### src/rtl/bf16_issue_ctrl.sv
// bf16_issue_ctrl: credit-based issue controller for a fixed-latency bf16 arithmetic unit.
// Requests are queued in a command FIFO. Each request is issued to the unit as registered
// operands and then tracked through a LATENCY-deep {valid,tag} pipe. When it completes, its
// result is captured into a response FIFO and returned to the caller in issue order.
//
// Ports:
//   clk, reset                    clock (rising edge), asynchronous active-high reset
//   req_valid/req_ready           request handshake
//   req_in1..3, req_funct5        bf16 operands and opaque opcode
//   req_tag                       caller tag, returned with the response
//   u_in1..3, u_funct5            registered operands/opcode to the arithmetic unit
//   u_result                      unit result, valid LATENCY edges after the issue edge
//   rsp_valid/rsp_ready           response handshake
//   rsp_result, rsp_tag           oldest completed result and its tag
//   busy                          any entry queued, in flight or awaiting response
module bf16_issue_ctrl #(
    parameter int unsigned DEPTH   = 4,
    parameter int unsigned LATENCY = 3,
    parameter int unsigned TAG_W   = 4
) (
    input  logic             clk,
    input  logic             reset,
    input  logic             req_valid,
    output logic             req_ready,
    input  logic [15:0]      req_in1,
    input  logic [15:0]      req_in2,
    input  logic [15:0]      req_in3,
    input  logic [4:0]       req_funct5,
    input  logic [TAG_W-1:0] req_tag,
    output logic [15:0]      u_in1,
    output logic [15:0]      u_in2,
    output logic [15:0]      u_in3,
    output logic [4:0]       u_funct5,
    input  logic [15:0]      u_result,
    output logic             rsp_valid,
    input  logic             rsp_ready,
    output logic [15:0]      rsp_result,
    output logic [TAG_W-1:0] rsp_tag,
    output logic             busy
);

    localparam int unsigned PW    = $clog2(DEPTH);
    localparam int unsigned CW    = PW + 1;
    localparam int unsigned OW    = $clog2(DEPTH + LATENCY + 1);
    localparam int unsigned CMD_W = 3 * 16 + 5 + TAG_W;
    localparam int unsigned RSP_W = 16 + TAG_W;

    // Command FIFO entry layout: {in1, in2, in3, funct5, tag}
    logic [CMD_W-1:0] cmd_mem [DEPTH];
    logic [PW-1:0]    cmd_wr_q, cmd_rd_q;
    logic [CW-1:0]    cmd_cnt_q;
    logic [CMD_W-1:0] cmd_head;
    logic             cmd_push;

    // Response FIFO entry layout: {result, tag}
    logic [RSP_W-1:0] rsp_mem [DEPTH];
    logic [PW-1:0]    rsp_wr_q, rsp_rd_q;
    logic [CW-1:0]    rsp_cnt_q;
    logic [RSP_W-1:0] rsp_head;
    logic             rsp_push, rsp_pop;

    logic [LATENCY-1:0] pipe_valid_q;
    logic [TAG_W-1:0]   pipe_tag_q [LATENCY];

    logic [OW-1:0] occupancy;
    logic          credit, issue;

    always_comb begin
        cmd_head  = cmd_mem[cmd_rd_q];
        rsp_head  = rsp_mem[rsp_rd_q];
        req_ready = (cmd_cnt_q != CW'(DEPTH));
        cmd_push  = req_valid && req_ready;
        rsp_valid = (rsp_cnt_q != '0);
        rsp_pop   = rsp_valid && rsp_ready;
        rsp_push  = pipe_valid_q[LATENCY-1];

        // Every in-flight op owns a response slot, so a completing op can never find the
        // response FIFO full. A pop on this edge does not free credit until the next one.
        occupancy = OW'(rsp_cnt_q);
        for (int i = 0; i < LATENCY; i++) begin
            occupancy = occupancy + OW'(pipe_valid_q[i]);
        end
        credit = (occupancy < OW'(DEPTH));
        issue  = (cmd_cnt_q != '0) && credit;

        // Gate the head so the outputs read zero whenever the FIFO is empty.
        rsp_result = rsp_valid ? rsp_head[RSP_W-1:TAG_W] : '0;
        rsp_tag    = rsp_valid ? rsp_head[TAG_W-1:0] : '0;
        busy       = (cmd_cnt_q != '0) || (|pipe_valid_q) || rsp_valid;
    end

    // Storage arrays need no reset: the counts alone decide what is visible.
    always_ff @(posedge clk) begin
        if (cmd_push) begin
            cmd_mem[cmd_wr_q] <= {req_in1, req_in2, req_in3, req_funct5, req_tag};
        end
        if (rsp_push) begin
            rsp_mem[rsp_wr_q] <= {u_result, pipe_tag_q[LATENCY-1]};
        end
    end

    always_ff @(posedge clk or posedge reset) begin
        if (reset) begin
            cmd_wr_q     <= '0;
            cmd_rd_q     <= '0;
            cmd_cnt_q    <= '0;
            rsp_wr_q     <= '0;
            rsp_rd_q     <= '0;
            rsp_cnt_q    <= '0;
            pipe_valid_q <= '0;
            for (int i = 0; i < LATENCY; i++) begin
                pipe_tag_q[i] <= '0;
            end
            u_in1    <= '0;
            u_in2    <= '0;
            u_in3    <= '0;
            u_funct5 <= '0;
        end else begin
            if (cmd_push) cmd_wr_q <= cmd_wr_q + PW'(1);
            if (issue)    cmd_rd_q <= cmd_rd_q + PW'(1);
            cmd_cnt_q <= cmd_cnt_q + CW'(cmd_push) - CW'(issue);

            if (rsp_push) rsp_wr_q <= rsp_wr_q + PW'(1);
            if (rsp_pop)  rsp_rd_q <= rsp_rd_q + PW'(1);
            rsp_cnt_q <= rsp_cnt_q + CW'(rsp_push) - CW'(rsp_pop);

            pipe_valid_q[0] <= issue;
            pipe_tag_q[0]   <= cmd_head[TAG_W-1:0];
            for (int i = 1; i < LATENCY; i++) begin
                pipe_valid_q[i] <= pipe_valid_q[i-1];
                pipe_tag_q[i]   <= pipe_tag_q[i-1];
            end

            // Non-issue cycles present a zero bubble to the unit.
            if (issue) begin
                {u_in1, u_in2, u_in3, u_funct5} <= cmd_head[CMD_W-1:TAG_W];
            end else begin
                {u_in1, u_in2, u_in3, u_funct5} <= '0;
            end
        end
    end

endmodule

### config.mk
export PLATFORM = sky130hd
export DESIGN_NAME = bf16_issue_ctrl
export DESIGN_NICKNAME = d
export VERILOG_FILES = /design/src/rtl/bf16_issue_ctrl.sv
export SDC_FILE = /design/constraint.sdc
export NUM_CORES = 1
export LEC_CHECK = 0
export ABC_AREA = 1
export CAP_MARGIN = 15
export CORE_MARGIN = 1
export CORE_UTILIZATION = 56
export DETAILED_ROUTE_END_ITERATION = 7
export GPL_TIMING_DRIVEN = 1
export PLACE_DENSITY_LB_ADDON = 0.12
export SYNTH_ARGS = -nofsm -noshare
export SYNTH_HDL_FRONTEND = slang
export SYNTH_SLANG_ARGS = --single-unit
export TNS_END_PERCENT = 5
### constraint.sdc
create_clock -name clk -period 4.04 [get_ports clk]
set_clock_uncertainty 0.1 [all_clocks]
set_input_delay 1.01 -clock clk [delete_from_list [all_inputs] [get_ports clk]]
set_output_delay 1.01 -clock clk [all_outputs]
set_load 0.02 [all_outputs]
Word-level counts from Yosys, hierarchy flattened:

Memories as Yosys holds them, arrays and structs flattened.
Index checks and enable logic that the tools add are counted.

* RAM bits: 308
* memories kept: 2
* input port bits: 77
* register bits after elaboration: 82
* word-level logic and storage cells: 47
* bits in latches: 0
* memory bits (read-only): 0
* output and inout port bits: 76

Memory list
* cmd_mem: depth 4, bits a word 57, read ports 1, clocked after memory_dff 0, wr ports 1, RTL line 49 `logic [CMD_W-1:0] cmd_mem [DEPTH];`
* rsp_mem: depth 4, bits a word 20, read ports 1, clocked after memory_dff 0, wr ports 1, RTL line 56 `logic [RSP_W-1:0] rsp_mem [DEPTH];`

* multiplexer cells: 10
* reductions and logical operators: 8
* div/mod/pow operators: 0
* magnitude comparators: 1
* multipliers: 0
* bitwise logic cells: 0
* shift operators: 0
* equality and inequality tests: 1
* add/subtract/negate cells: 11

Operator list (count)
* 16-bit two-way mux: 4
* 3-bit by 1-bit adder with 3-bit output: 5
* 2-bit by 1-bit adder with 2-bit output, second input constant: 4
* 3-bit nonzero test: 2
* 3-bit by 1-bit subtractor with 3-bit output: 2
* 5-bit two-way mux: 1
* 1-bit two-way mux: 4
* 4-bit two-way mux: 1
* 1-bit logical AND: 3
* 3-bit less-than comparator, second input constant: 1
* 3-bit != test, second input constant: 1
* 3-bit OR reduction: 1
* 1-bit logical OR: 2

Logic depth before layout (Yosys ltp):

Gate-level depths: netlist (run 1).

* depth after elaboration: 6
* mapped depth: 18
* mapped depth without buffers: 15

Worst setup path before layout (run 1):

No wires, ideal clock.

* path type: input-to-reg
* start point: input port req_valid
* end point: memory cmd_mem[0][0] in the netlist's numbering (enable)
* setup slack: -119 ps
* cell stages on the path: 2
* required time: 3468 ps
* arrival: 3587 ps
* setup time: 472 ps
* path buffers: 0
* cells stage by stage: nand2_1 -> nor2_1

* cells in the longest elaborated chain, start to end: 3

Ends and longest elaborated chain
* start, declared: RTL line 23 `input logic req_valid,`
* 1-bit logical AND: RTL line 72 `cmd_push = req_valid && req_ready;`
* 1-bit two-way mux: RTL line 94 `if (cmd_push) begin`
* 1-bit two-way mux (implied by the code): RTL line 95 `cmd_mem[cmd_wr_q] <= {req_in1, req_in2, req_in3, req_funct5, req_tag};`
* end, declared: RTL line 49

No other way between the ends.

Worst setup path after layout (run 1):

* start point: register rsp_cnt_q[1]
* end point: output port rsp_tag[3]

* cells in the longest elaborated chain, start to end: 2

Ends and longest elaborated chain
* start, declared: RTL line 58 `logic [CW-1:0] rsp_cnt_q;`
* start signal, assigned: RTL line 125 `rsp_cnt_q <= rsp_cnt_q + CW'(rsp_push) - CW'(rsp_pop);`
* 3-bit nonzero test: RTL line 73 `rsp_valid = (rsp_cnt_q != '0);`
* 4-bit two-way mux: RTL line 88 `rsp_tag = rsp_valid ? rsp_head[TAG_W-1:0] : '0;`
* end, declared: RTL line 38 `output logic [TAG_W-1:0] rsp_tag,`

No other way between the ends.

==> run metrics, run 1 <==
status=completed; leakage=0.00668 µW; crit-path max FO=21; Worst Setup End Kind=output port; FP Rows=58; Die X=164 µm; yosys warns=0; WS Path Type=register to output port; PortBufs=152; Antenna Cells=0; largest net degree at the start of global routing=116; main combinational cell family by area after synthesis=simple AND/OR/NAND/NOR gates; CTS buffer count=39; #FFs+latches synth=390; post-synthesis compound-gate area fraction=0.0798; Total GRT Usage=0.215; CP Launch Type=register; dpl hpwl=15400 µm; Seq/Total Area, Yosys=0.770; DRC Markers=0; Max Cap Violations=0; Crit path largest cell delay=0.62 ns; power density cells=811 mW/mm²; Worst Max-Slew Pin Slew=0.987 ns; first-pass GRT wire length=44200 µm; Routed wire per std cell=17.0 µm; RSZ-0062 raised after global routing=no; Vias/cell=5.26; Hold Vio Cnt, Final=0; Final Routed Wirelength=27900 µm; initial antenna violation count=1; vias=8616; clock latency at the later pin of the worst-skew pair=0.51 ns; maximum VDD drop=509 µV; CP arrival=2.49 ns; Core Util, Final=0.700; Worst Hold Slack=0.244 ns; htree depth=2; worst endpoint required time=2.93 ns; Setup TNS Final=0 ns; HP Class=register to register; clk sink count=390; Routed Antenna Nets=0; vias in the first global route=8559; root buffer selected by CTS=clkbuf_16; CTS tree=built; period utilization=0.890; Die H=164 µm; synthesized area=0.0147 mm²; final setup vio count=0; CP Cell Sequence=nor2_1 > nand2_1 > inv_1 > a21oi_1 > clkdlybuf4s50_1; final net count=1372; Hold Buf Count CTS=0; Tot Pwr=14500 µW; share of cells above drive strength 1=0.0642; Final Slew Violations=0; grt total ovfl=0; Initial Utilization=0.576; Achievable Freq=0.278 GHz; Multi-input gate area=0.00276 mm²; worst setup margin=0.445 ns; Setup WS pre-CTS=0.864 ns; Final GP Congestion=0.770; CTS resizes=0; Post-Syn Instances=1127; Avg Inst Size Synth=13.0 µm²; Layout fillers=1758; Register Area=0.0113 mm²; post-synthesis mux area share=0; Post-CTS Setup Repair Bufs=0; Worst-path clk slew=0.06 ns; Simple-Gate Fraction of Synth Area=0.0858; CTS max path bufs=3; Ports=153; die area=0.0269 mm²; Synth Area in Adders=0.0152; CP max-delay cell=inv_1; Tmin final=3.60 ns; Mapped Nets=1220; DRT Pass-1 Iters=7; Slew HR=0.342; Core Box Area=0.0255 mm²; Area Growth Syn to Fin=21.4%; XOR/XNOR Fraction of Synth Area=0.00477; Distinct cells, synth=24; Initial DRC Count=635
==> routing by layer <==
layer | part of all wire | track usage | wire length (µm)
met5 | 0.00047 | 0 | 13
met4 | 0.016 | 0.0598 | 452
met3 | 0.062 | 0.0439 | 1740
met2 | 0.50 | 0.369 | 14000
met1 | 0.42 | 0.281 | 11700
==> cells in the final DEF, fill, tap and decap left out, drive strengths merged <==
cell	Yosys	final
nor2	309	309
edfxtp	308	308
o21ai	208	208
clkdlybuf4s50	0	152
inv	89	89
dfrtp	82	82
clkbuf	25	63
a21oi	21	21
buf	34	18
nand2	15	15
ha	13	13
xor2	5	5
nand3	5	5
clkinv	0	5
o22ai	4	4
xnor2	3	3
fa	3	3
nand4	2	2
bufinv	0	2
nor4	1	1
clkinvlp	0	1
==> flip-flops by register name (all words and copies together) (netlist names) <==
signal	cells
cmd_cnt_q	3
cmd_mem	228
cmd_rd_q	2
cmd_wr_q	2
pipe_tag_q	12
pipe_valid_q	3
rsp_cnt_q	3
rsp_mem	80
rsp_rd_q	2
rsp_wr_q	2
u_funct5	5
u_in1	16
u_in2	16
u_in3	16
==> kinds of logic (layout without fill, tap and decap cells) <==
group / after synthesis / count (layout)
AOI/OAI and AO/OA: 233 / 233
xor gates and xnor gates: 8 / 8
adders and majority gates: 16 / 16
buffers and inverters: 148 / 330
DFF: 390 / 390
and+or+nand+nor: 332 / 332
==> final cells by class <==
type / instances / share of cell area
sequential: 390 / 0.635
clock inverter: 8 / 0.00505
multi-input combinational: 589 / 0.155
timing repair buffer: 170 / 0.0962
tap: 330 / 0.0232
inverter: 89 / 0.0190
clock buffer: 63 / 0.0673
==> through the flow <==
stage | cell area [µm²] | std cells
after floorplan | 14700 | 1127
after global placement | 16500 | 1567
after detailed placement | 16500 | 1567
after CTS | 17800 | 1638
after global routing | 17800 | 1639
final | 17800 | 1639
==> power breakdown <==
group | leakage (µW) | internal, µW | total [µW] | switching (µW)
logic | 0.00221 | 1790 | 4940 | 3150
registers | 0.00385 | 5520 | 5960 | 442
clock network | 0.000629 | 2150 | 3560 | 1410
total | 0.00668 | 9460 | 14500 | 5000
==> cells in the mapped netlist <==
cell type  number  area share
nor2_1        309       0.079
edfxtp_1      308        0.63
o21ai_0       137       0.047
inv_1          87       0.022
dfrtp_1        82        0.14
o21ai_1        71       0.024
buf_2          22      0.0075
clkbuf_1       22      0.0056
a21oi_1        21      0.0072
nand2_1        15      0.0038
ha_1           13       0.011
buf_6           6      0.0046
buf_4           5      0.0026
nand3_1         5      0.0017
xor2_1          5      0.0030
o22ai_1         4      0.0017
clkbuf_2        3      0.0010
fa_1            3      0.0041
xnor2_1         3      0.0018
nand4_1         2     0.00085
buf_1           1     0.00026
inv_2           1     0.00026
inv_4           1     0.00043
nor4_1          1     0.00043
==> final timing paths <==
kind	start	endpoint	slack (ns)	cells after the start
min reg2reg	pipe_tag_q[11]$_DFF_PP0_	pipe_tag_q[7]$_DFF_PP0_	0.24	0
max	rsp_cnt_q[1]$_DFF_PP0_	rsp_tag[3]	0.44	5
min	pipe_tag_q[11]$_DFF_PP0_	pipe_tag_q[7]$_DFF_PP0_	0.24	0
max in group asynchronous	reset	cmd_rd_q[0]$_DFFE_PP0P_	2.13	2
min in group asynchronous	reset	rsp_cnt_q[2]$_DFF_PP0_	0.99	2
max reg2reg	pipe_valid_q[2]$_DFF_PP0_	cmd_cnt_q[1]$_DFF_PP0_	1.10	14
==> critical path: cells and delay by family, from the launching register on <==
kind            cells  cell delay (ns)
buf+inv             2             1.20
simple gates        2             0.20
compound gates      1             0.14
flops               1             0.43
Power figures use the tool's default switching activity.
==> run 2, diff against run 1 <==
PLACE_DENSITY = 0.79   (was unset)
PLACE_DENSITY_LB_ADDON = unset   (was 0.12)
SKIP_LAST_GASP = 1   (was unset)
==> run metrics, run 2 (synthesis gave the netlist of run 1 again) <==
CTS resizes=0; largest registers=cmd_mem x228, rsp_mem x80; Die X=164 µm; Routed wire per std cell=17.1 µm; Achievable Freq=0.266 GHz; root buffer selected by CTS=clkbuf_16; Post-CTS Setup Repair Bufs=0; Worst Max-Slew Pin Slew=1.17 ns; Setup TNS Final=0 ns; Tot Pwr=14300 µW; htree depth=2; Final Slew Violations=0; Total GRT Usage=0.213; CP max-delay cell=dfrtp_1; largest net degree at the start of global routing=114; Buf/Inv on CP=2; leakage=0.00665 µW; CTS max path bufs=3; Final Routed Wirelength=27900 µm; Initial DRC Count=684; commonest cells after routing, fill and taps aside=edfxtp_1, nor2_1, clkdlybuf4s50_1; CP Cell Sequence=buf_4 > nor2_1 > nor2_1 > o21ai_0 > a21oi_1 > clkdlybuf4s50_1; worst endpoint required time=2.93 ns; Max Cap Violations=0; Slew HR=0.219; power density cells=808 mW/mm²; WS Path Type=register to output port; clock latency at the later pin of the worst-skew pair=0.50 ns; Vias/cell=5.35; Worst-path clk slew=0.06 ns; Worst Setup End Kind=output port; HP Class=register to register; final net count=1366; Final Instance Area=0.0177 mm²; Core Box Area=0.0255 mm²; CP Launch Type=register; die area=0.0269 mm²; first-pass GRT wire length=43900 µm; maximum VDD drop=589 µV; Hold Buf Count CTS=0; Hold Vio Cnt, Final=0; Top cell by count, worst path=nor2_1; RSZ-0062 raised after global routing=no; clk sink count=390; crit-path max FO=25; Reg with most FFs=cmd_mem; CTS tree=built; dpl cell area=0.0165 mm²; period utilization=0.931; vias=8738; FP Rows=58; Tmin final=3.76 ns; dpl hpwl=15900 µm; initial antenna violation count=1; share of cells above drive strength 1=0.0645; grt total ovfl=0; Die H=164 µm; PortBufs=152; Crit path largest cell delay=0.68 ns; worst setup margin=0.277 ns; Setup WS pre-CTS=0.838 ns; most common cell after layout, fill and taps aside=edfxtp_1; Area Growth Syn to Fin=20.8%; final setup vio count=0; DRC Markers=0; Antenna Cells=0; CTS buffer count=38; Initial Utilization=0.576; status=completed; vias in the first global route=8735; Ports=153; CP arrival=2.65 ns; Routed Antenna Nets=0; max reg flops=228; Final GP Congestion=0.763; DRT Pass-1 Iters=5; CP delay by family, top=buffers and inverters; Core Util, Final=0.696
run 2: area by class of cell:
type	instances	area [µm²]
fillers	1687	7750
multi-input cells	589	2760
well taps	330	413
repair buffers	165	1660
clock inverters	23	191
inverters	89	339
flip-flops and latches	390	11300
clock buffers	47	1060
run 2: per-layer routing:
metal,global-route usage,vias up,routed length (µm)
li1,-,4148,-
met3,0.0500,32,1710
met2,0.379,252,14400
met1,0.260,4306,11400
met5,0,-,0
met4,0.0623,0,351
run 2: worst paths after layout:
| kind | startpoint | end | slack (ns) | depth (start not counted) |
|---|---|---|---|---|
| worst max-delay path | rsp_rd_q[0]$_DFFE_PP0P_ | rsp_result[1] | 0.28 | 6 |
| worst min-delay path | pipe_tag_q[6]$_DFF_PP0_ | pipe_tag_q[2]$_DFF_PP0_ | 0.25 | 0 |
| worst max register to register | pipe_valid_q[2]$_DFF_PP0_ | cmd_cnt_q[2]$_DFF_PP0_ | 1.07 | 14 |
| worst min register to register | pipe_tag_q[6]$_DFF_PP0_ | pipe_tag_q[2]$_DFF_PP0_ | 0.25 | 0 |
| max in group asynchronous | reset | u_in2[13]$_DFF_PP0_ | 2.09 | 3 |
| min in group asynchronous | reset | cmd_cnt_q[1]$_DFF_PP0_ | 0.99 | 2 |
run 2: report_power, final:
group	leakage (µW)	internal [µW]	switching, µW	total, µW
combinational	0.00217	1750	3030	4780
clock	0.000626	2060	1390	3450
sequential	0.00385	5510	573	6090
run 2: through the flow:
step           hold WS, ns  cells
3_3_place_gp         0.236   1563
2_1_floorplan        0.231   1127
4_1_cts              0.254   1633
3_5_place_dp         0.236   1563
5_1_grt              0.253   1633
6_report             0.252   1633
==> run 3, diff against run 2 <==
CORE_UTILIZATION = 68   (was 56)
DONT_BUFFER_PORTS = 1   (was unset)
PLACE_DENSITY = 0.84   (was 0.79)
clock period = 4.46 ns   (was 4.04 ns; I/O delays follow)
==> run metrics, run 3 (synthesis gave the netlist of run 1 again) <==
first-pass GRT wire length=43000 µm; Setup TNS Final=0 ns; Die X=149 µm; placed cells=1351; Hold Buf Count CTS=0; htree depth=2; Routed Antenna Nets=0; CP delay by family, top=simple AND/OR/NAND/NOR gates; Crit path depth=4; leakage=0.00610 µW; Initial DRC Count=665; power density cells=774 mW/mm²; hold path depth=0; CP Cell Sequence=nor2_1 > nand2_1 > inv_1 > nand2_1; R2R depth=14; Reg with most FFs=cmd_mem; CP Launch Type=register; Layout fillers=1199; commonest cells after routing, fill and taps aside=edfxtp_1, nor2_1, o21ai_0; dpl hpwl=14800 µm; CP max-delay cell=inv_1; RSZ-0062 raised after global routing=no; Slew HR=0.237; Initial Utilization=0.696; Multi-input gate area=0.00276 mm²; Final Routed Wirelength=28300 µm; Core Box Area=0.0211 mm²; Achievable Freq=0.293 GHz; die area=0.0222 mm²; Register Area=0.0113 mm²; PortBufs=0; largest net degree at the start of global routing=116; Die H=149 µm; Final GP Congestion=0.740; grt total ovfl=0; Antenna Cells=0; Worst-path clk slew=0.06 ns; status=completed; largest registers=cmd_mem x228, rsp_mem x80; final net count=1210; Final Slew Violations=0; most common cell after layout, fill and taps aside=edfxtp_1; CTS tree=built; Post-CTS Setup Repair Bufs=0; vias in the first global route=8392; Finished Layout Cells=1421; clk sink count=390; Worst Setup End Kind=output port; root buffer selected by CTS=clkbuf_16; HP Class=register to register; Ports=153; Vias/cell=5.81; Crit path largest cell delay=0.58 ns; Top cell by count, worst path=nand2_1; Routed wire per std cell=19.9 µm; initial antenna violation count=0; share of cells above drive strength 1=0.0724; Buf/Inv on CP=1; WS Path Type=register to output port; Hold Vio Cnt, Final=0; clock latency at the later pin of the worst-skew pair=0.52 ns; Total GRT Usage=0.260; max reg flops=228; period utilization=0.765; DRT Pass-1 Iters=5; maximum VDD drop=856 µV; Tot Pwr=12600 µW; Tmin final=3.41 ns; Area Growth Syn to Fin=10.6%; DRC Markers=0; CP arrival=2.20 ns; Worst Max-Slew Pin Slew=1.14 ns; CTS resizes=0; vias=8258; crit-path max FO=21; Max Cap Violations=0; CTS max path bufs=3; CTS buffer count=37; FP Rows=53; final setup vio count=0; worst endpoint required time=3.24 ns
==> run 3: power by group <==
part	internal (µW)	total, µW	switching (µW)
Sequential	5000	5750	751
Clock	2080	3370	1290
Combinational	965	3450	2480
Total	8050	12600	4520
==> run 3: final cells by class <==
class / instances / area share
tap: 275 / 0.0212
clock buffer: 48 / 0.0672
timing repair buffer: 10 / 0.00863
clock inverter: 20 / 0.0159
inverter: 89 / 0.0209
multi-input combinational: 589 / 0.170
sequential: 390 / 0.696
==> run 3: worst paths after layout <==
| path | start | end | slack, ns |
|---|---|---|---|
| max reg2reg | pipe_valid_q[2]$_DFF_PP0_ | cmd_cnt_q[2]$_DFF_PP0_ | 1.59 |
| max in group asynchronous | reset | u_in2[13]$_DFF_PP0_ | 3.26 |
| max | rsp_cnt_q[1]$_DFF_PP0_ | busy | 1.05 |
| min | pipe_tag_q[10]$_DFF_PP0_ | pipe_tag_q[6]$_DFF_PP0_ | 0.25 |
| min reg2reg | pipe_tag_q[10]$_DFF_PP0_ | pipe_tag_q[6]$_DFF_PP0_ | 0.25 |
| min in group asynchronous | reset | rsp_wr_q[1]$_DFFE_PP0P_ | 0.39 |
==> run 3: layer usage <==
metal,global-route usage,up-vias,routed length (µm),share of wire
li1,-,3825,-,-
met1,0.309,4036,10400,0.37
met2,0.445,335,14600,0.52
met3,0.0813,62,2610,0.092
met4,0.0949,0,686,0.024
met5,0,-,0,0
==> run 3: per-stage QoR <==
step                hold slack [ns]   util  area, µm²  setup WS [ns]
floorplan                     0.231      -      14700          0.196
global placement              0.233  0.704      14800           1.58
detailed placement            0.235  0.704      14800           1.56
CTS                           0.248  0.767      16200          0.988
global route                  0.259  0.770      16200          0.884
finish                        0.246  0.770      16200           1.05
==> run 3: worst register-to-register path, delay by kind of cell, from the launching register on <==
kind | cells | cell delay [ns]
XOR/XNOR | 1 | 0.13
AND/OR/NAND/NOR | 3 | 0.36
adder cells (fa/ha/maj) | 5 | 1.35
flip-flops | 1 | 0.47
buffers and inverters | 5 | 0.34
